$ cat config.mk
export PLATFORM = sky130hd
export DESIGN_NAME = truth_table_sweeper
export DESIGN_NICKNAME = d
export VERILOG_FILES = /design/src/rtl/truth_table_sweeper.sv
export SDC_FILE = /design/constraint.sdc
export NUM_CORES = 1
export LEC_CHECK = 0
export ABC_AREA = 1
export BUFFER_PORTS_ARGS = -buffer_cell sky130_fd_sc_hd__buf_2
export CELL_PAD_IN_SITES_DETAIL_PLACEMENT = 1
export CELL_PAD_IN_SITES_GLOBAL_PLACEMENT = 1
export CORE_UTILIZATION = 30
export CTS_CLUSTER_DIAMETER = 80
export DETAILED_ROUTE_END_ITERATION = 10
export GPL_TIMING_DRIVEN = 0
export PLACE_DENSITY_LB_ADDON = 0.1
export SLEW_MARGIN = 10
export SYNTH_ARGS = -nofsm -noshare
export SYNTH_HDL_FRONTEND = slang
export SYNTH_SLANG_ARGS = --single-unit
$ cat constraint.sdc
create_clock -name clk -period 2.15 [get_ports clk]
set_input_delay 0.1075 -clock clk [delete_from_list [all_inputs] [get_ports clk]]
set_output_delay 0.1075 -clock clk [all_outputs]
set_load 0.005 [all_outputs]
$ cat src/rtl/truth_table_sweeper.sv
`default_nettype none
// ============================================================================
// Module   : truth_table_sweeper
// Purpose  : Programmable N-input truth table that sweeps every input vector
//            into an external gate-level device, records mismatches per
//            vector, and offers a registered live-evaluation lookup.
// Revision : 1.0 - initial release
// ============================================================================
module truth_table_sweeper #(
  parameter int                      N_IN    = 3,
  parameter logic [(1<<N_IN)-1:0]    TT_INIT = 8'hB2,
  parameter int                      SETTLE  = 2
) (
  input  logic                  clk,
  input  logic                  rst,
  input  logic                  tt_load_valid,
  input  logic [(1<<N_IN)-1:0]  tt_load_data,
  output logic                  tt_load_ready,
  input  logic                  start,
  output logic                  busy,
  output logic                  done,
  output logic [N_IN-1:0]       in_vec,
  input  logic                  dut_out,
  output logic [(1<<N_IN)-1:0]  mismatch_map,
  output logic [N_IN:0]         mismatch_count,
  output logic                  pass,
  input  logic [N_IN-1:0]       eval_in,
  output logic                  eval_out
);

  localparam int c_nv = 1 << N_IN;
  localparam int c_hw = (SETTLE > 0) ? $clog2(SETTLE + 1) : 1;

  localparam logic [c_hw-1:0] c_settle = c_hw'(SETTLE);
  localparam logic [N_IN-1:0] c_last   = {N_IN{1'b1}};

  localparam logic [1:0] c_st_idle   = 2'd0;
  localparam logic [1:0] c_st_drive  = 2'd1;
  localparam logic [1:0] c_st_sample = 2'd2;
  localparam logic [1:0] c_st_done   = 2'd3;

  logic [1:0]      r_state;
  logic [1:0]      w_next_state;
  logic [c_nv-1:0] r_tt;
  logic [c_nv-1:0] w_tt_rev;
  logic [c_hw-1:0] r_hold;
  logic [N_IN-1:0] r_in_vec;
  logic [c_nv-1:0] r_map;
  logic [N_IN:0]   r_count;
  logic [N_IN:0]   w_count_next;
  logic            r_pass;
  logic            r_eval;
  logic            w_miss;
  logic            w_last;

  // The table is stored MSB-first; reversing it lets vector idx index bit idx.
  for (genvar gi = 0; gi < c_nv; gi++) begin : g_rev
    assign w_tt_rev[gi] = r_tt[c_nv-1-gi];
  end

  assign w_miss       = dut_out ^ w_tt_rev[r_in_vec];
  assign w_last       = (r_in_vec == c_last);
  assign w_count_next = r_count + {{N_IN{1'b0}}, w_miss};

  always_ff @(posedge clk) begin
    if (rst) begin
      r_state <= c_st_idle;
    end else begin
      r_state <= w_next_state;
    end
  end

  always_comb begin
    w_next_state = r_state;
    case (r_state)
      c_st_idle: begin
        // A simultaneous load takes priority and suppresses the start.
        if (start && !tt_load_valid) begin
          w_next_state = c_st_drive;
        end
      end
      c_st_drive: begin
        if (r_hold == '0) begin
          w_next_state = c_st_sample;
        end
      end
      c_st_sample: begin
        w_next_state = w_last ? c_st_done : c_st_drive;
      end
      c_st_done: begin
        w_next_state = c_st_idle;
      end
      default: begin
        w_next_state = c_st_idle;
      end
    endcase
  end

  always_comb begin
    tt_load_ready = 1'b0;
    busy          = 1'b0;
    done          = 1'b0;
    case (r_state)
      c_st_idle:   tt_load_ready = 1'b1;
      c_st_drive:  busy          = 1'b1;
      c_st_sample: busy          = 1'b1;
      c_st_done:   done          = 1'b1;
      default: begin
        tt_load_ready = 1'b0;
      end
    endcase
  end

  always_ff @(posedge clk) begin
    if (rst) begin
      r_tt     <= TT_INIT;
      r_hold   <= '0;
      r_in_vec <= '0;
      r_map    <= '0;
      r_count  <= '0;
      r_pass   <= 1'b0;
    end else begin
      case (r_state)
        c_st_idle: begin
          if (tt_load_valid) begin
            r_tt <= tt_load_data;
          end else if (start) begin
            r_map    <= '0;
            r_count  <= '0;
            r_pass   <= 1'b0;
            r_in_vec <= '0;
            r_hold   <= c_settle;
          end
        end
        c_st_drive: begin
          if (r_hold != '0) begin
            r_hold <= r_hold - 1'b1;
          end
        end
        c_st_sample: begin
          if (w_miss) begin
            r_map[r_in_vec] <= 1'b1;
          end
          r_count <= w_count_next;
          // Pass is resolved with the last vector folded in so it is valid alongside done.
          if (w_last) begin
            r_pass <= (w_count_next == '0);
          end else begin
            r_in_vec <= r_in_vec + 1'b1;
            r_hold   <= c_settle;
          end
        end
        default: begin
          r_hold <= r_hold;
        end
      endcase
    end
  end

  always_ff @(posedge clk) begin
    if (rst) begin
      r_eval <= 1'b0;
    end else begin
      r_eval <= w_tt_rev[eval_in];
    end
  end

  assign in_vec         = r_in_vec;
  assign mismatch_map   = r_map;
  assign mismatch_count = r_count;
  assign pass           = r_pass;
  assign eval_out       = r_eval;

endmodule
`default_nettype wire
==> flow_summary.yaml <==
status:
  status: "finished clean"
detailed_routing:
  wl_per_cell_um: 12.01
  vias: 1479
  drt_drc_violations_left: 0
  drtAntennaViolNets: 0
  wirelength_um: 3867
  via_per_inst: 4.593
  drt-initial-drc-count: 28
  drt_pass1_iterations: 4
hold_path:
  hold_class: "primary input to register"
  hold_depth: 3
layout:
  final_util: 0.4016
  fin_area_mm2: 0.001897
  antenna_cells: 0
  nets: 280
  final_layout_size_suffix_gt1_frac: 0.2431
  area_delta_synth_final_pct: 29.13
placement:
  post-dp-hpwl_um: 2750
  placed_area_mm2: 0.001723
  place_congestion: 0.7168
  pre_cts_slack_ns: -0.07650
  port_buffers: 34
worst_setup_path:
  path_buf_inv: 1
  startpoint: "in_vec[1]"
  worstPathRequired_ns: 2.36
  slowest_delay_ns: 0.40
  rr_worst_depth: 13
  cp_top_family: "simple AND/OR/NAND/NOR gates"
  cpMostUsedCell: "nand2_1"
  crit_chain: "nand2_1 -> nor2_1 -> nand2_1 -> nand2_1 -> o21ai_1 -> nand2_2 -> inv_2 -> ha_4 -> ha_4 -> xor2_2 -> nor4_2 -> nand2_1 -> a21oi_1"
  reg2reg_from: "in_vec[1]"
  crit_end: "pass"
  arrival_ns: 2.22
  path_max_fanout: 7
  worstSetupPathType: "register to register"
  timing.rr.end: "pass"
  start_kind: "register"
  r2r_slack_ns: 0.14
  endpoint_kind: "register"
  cp_slowest_cell: "dfxtp_2"
  crit_cells: 13
global_route:
  grt_max_degree: 11
  grt_pass1_wl_um: 6223
  grt_use_total: 0.1575
  antenna_found_initial: 0
  grt_pass1_vias: 1378
  grt.overflow.total: 0
logic_synthesis:
  ys_ff_latch: 29
  synth-async-reset-ratio: 0
  ys_types: 21
  synthTopCellsByArea: "dfxtp_1 40%, nand2_1 11%, a21oi_1 8.9%, inv_1 8.7%, ha_1 7.7%"
  yosysWarnings: 0
  syn-num-nets: 235
  yosysTopAreaCellShare: 0.3952
  syn_area_per_cell_um2: 6.995
  ys.flop_type: "dfxtp_1"
  yosysMostFrequentCell: "nand2_1"
  synthesis.instances: 210
  synth_edf_count: 0
  synth_top_area_cell: "dfxtp_1"
  ys_top_cells_by_count: "45 x nand2_1, 34 x inv_1, 29 x dfxtp_1"
  seq_area_frac_synth: 0.3952
  syn_area_mm2: 0.001469
floorplan:
  num_rows: 25
  start_util: 0.3110
  core_area_mm2: 0.004723
  die_y_um: 71.98
  io_pins: 36
  die_area_mm2: 0.005180
  die_x_um: 71.98
timing:
  tightest_slew_ns: 0.5334
  finalClockSkew_ns: 0.006419
  layout_setup_ws_ns: 0.1411
  finalSetupViolations: 0
  slew_viol_final: 0
  period_share: 0.9344
  fmax_ghz: 0.4978
  maxSlewHeadroom: 0.6444
  min_period_ns: 2.009
  hold_viol: 0
run:
  maxCapViolCount: 0
cts:
  root_buffer: "clkbuf_8"
  clockBufferDepth: 2
  cts_sinks: 29
  htreeDepth: 2
  cts_hold_repair.buffers: 0
  path_clk_slew_ns: 0.06
  cts_tree: "done"
  cts_inserted_buffers: 5
  clk-insertion-delay-late_ns: 0.28
pwr:
  ir_worst_vdd_mv: 0.2661
  power_density_mw_per_mm2: 742.6
  static-leakage-power_uw: 0.0008863
[state kept, by name, summed over array words and instances, names as in the netlist]
name,flops
r_tt,8
r_hold,2
mismatch_map,8
in_vec,3
mismatch_count,4
pass,1
eval_out,1
r_state,2
[logic make-up after synthesis]
logic type	synth area share
DFF	0.3952
adders and majority gates	0.07666
xor gates and xnor gates	0.01193
AOI/OAI and AO/OA	0.1738
and+or+nand+nor	0.2351
buffers and inverters	0.1073
[metrics by stage]
| step | TNS [ns] | hold WS (ns) | power, uW | cells |
|---|---|---|---|---|
| floorplan | 0 | 0.2152 | 839.7 | 210 |
| global placement | -0.09859 | 0.3097 | 939.8 | 311 |
| detailed placement | -0.07650 | 0.3146 | 945.2 | 311 |
| CTS | 0 | 0.01450 | 1422 | 318 |
| global route | -0.02870 | 0.03944 | 1507 | 322 |
| finish | 0 | 0.02391 | 1409 | 322 |
[power by group]
| group | leakage, uW | switching, uW | internal, uW |
|---|---|---|---|
| Combinational | 0.000603 | 216 | 124 |
| Sequential | 0.000239 | 27.7 | 582 |
| Clock | 0.0000443 | 205 | 254 |
[worst register-to-register path: cells and delay by family (launching register included)]
family,cells,cell delay [ns]
fa+ha+maj,2,0.32
simple gates,7,0.79
compound gates,2,0.21
xor+xnor,1,0.15
flops,1,0.40
buf+inv,1,0.05
[worst min path at each step]
stage | from | end
CTS | tt_load_data[1] | r_tt[1]
detailed placement | tt_load_data[1] | r_tt[1]
floorplan | eval_in[2] | eval_out
global placement | tt_load_data[5] | r_tt[5]
global route | tt_load_data[4] | r_tt[4]
finish | tt_load_data[1] | r_tt[1]
[what timing repair did]
item,4_1_cts,5_1_grt
setup endpoints to repair,1,9
buffers inserted,0,4
pin swaps,0,6
gates resized for setup,5,11
[per-layer routing]
layer  vias to the layer above  track usage  share of wire
li1                        759            -              -
met1                       692       0.1941           0.47
met2                        23       0.2568           0.48
met3                         5      0.04722          0.027
met4                         0      0.06536          0.015
met5                         -            0              0
[cells in the final DEF, fill, tap and decap left out, types with 2 or more instances in the layout]
| cell type | instances |
|---|---|
| a21oi_1 | 26 |
| buf_2 | 34 |
| buf_4 | 4 |
| clkbuf_1 | 4 |
| clkbuf_8 | 6 |
| dfxtp_1 | 26 |
| dfxtp_2 | 2 |
| ha_1 | 7 |
| ha_4 | 2 |
| inv_1 | 32 |
| inv_2 | 3 |
| nand2_1 | 44 |
| nand3_1 | 15 |
| nor2_1 | 18 |
| nor3_1 | 2 |
| o211ai_1 | 2 |
| o21ai_0 | 12 |
| o21ai_1 | 2 |
| o21ai_2 | 4 |
[layout make-up]
type                            count  area, um^2
Tap cell                           67       83.83
Clock buffer                        7       86.33
Inverter                           36       137.6
Timing Repair Buffer               38       200.2
Multi-Input combinational cell    141       775.7
Buffer                              4       26.28
Fill cell                         621        2826
Sequential cell                    29       586.8
Note: power is estimated with default switching activity, not from simulation.
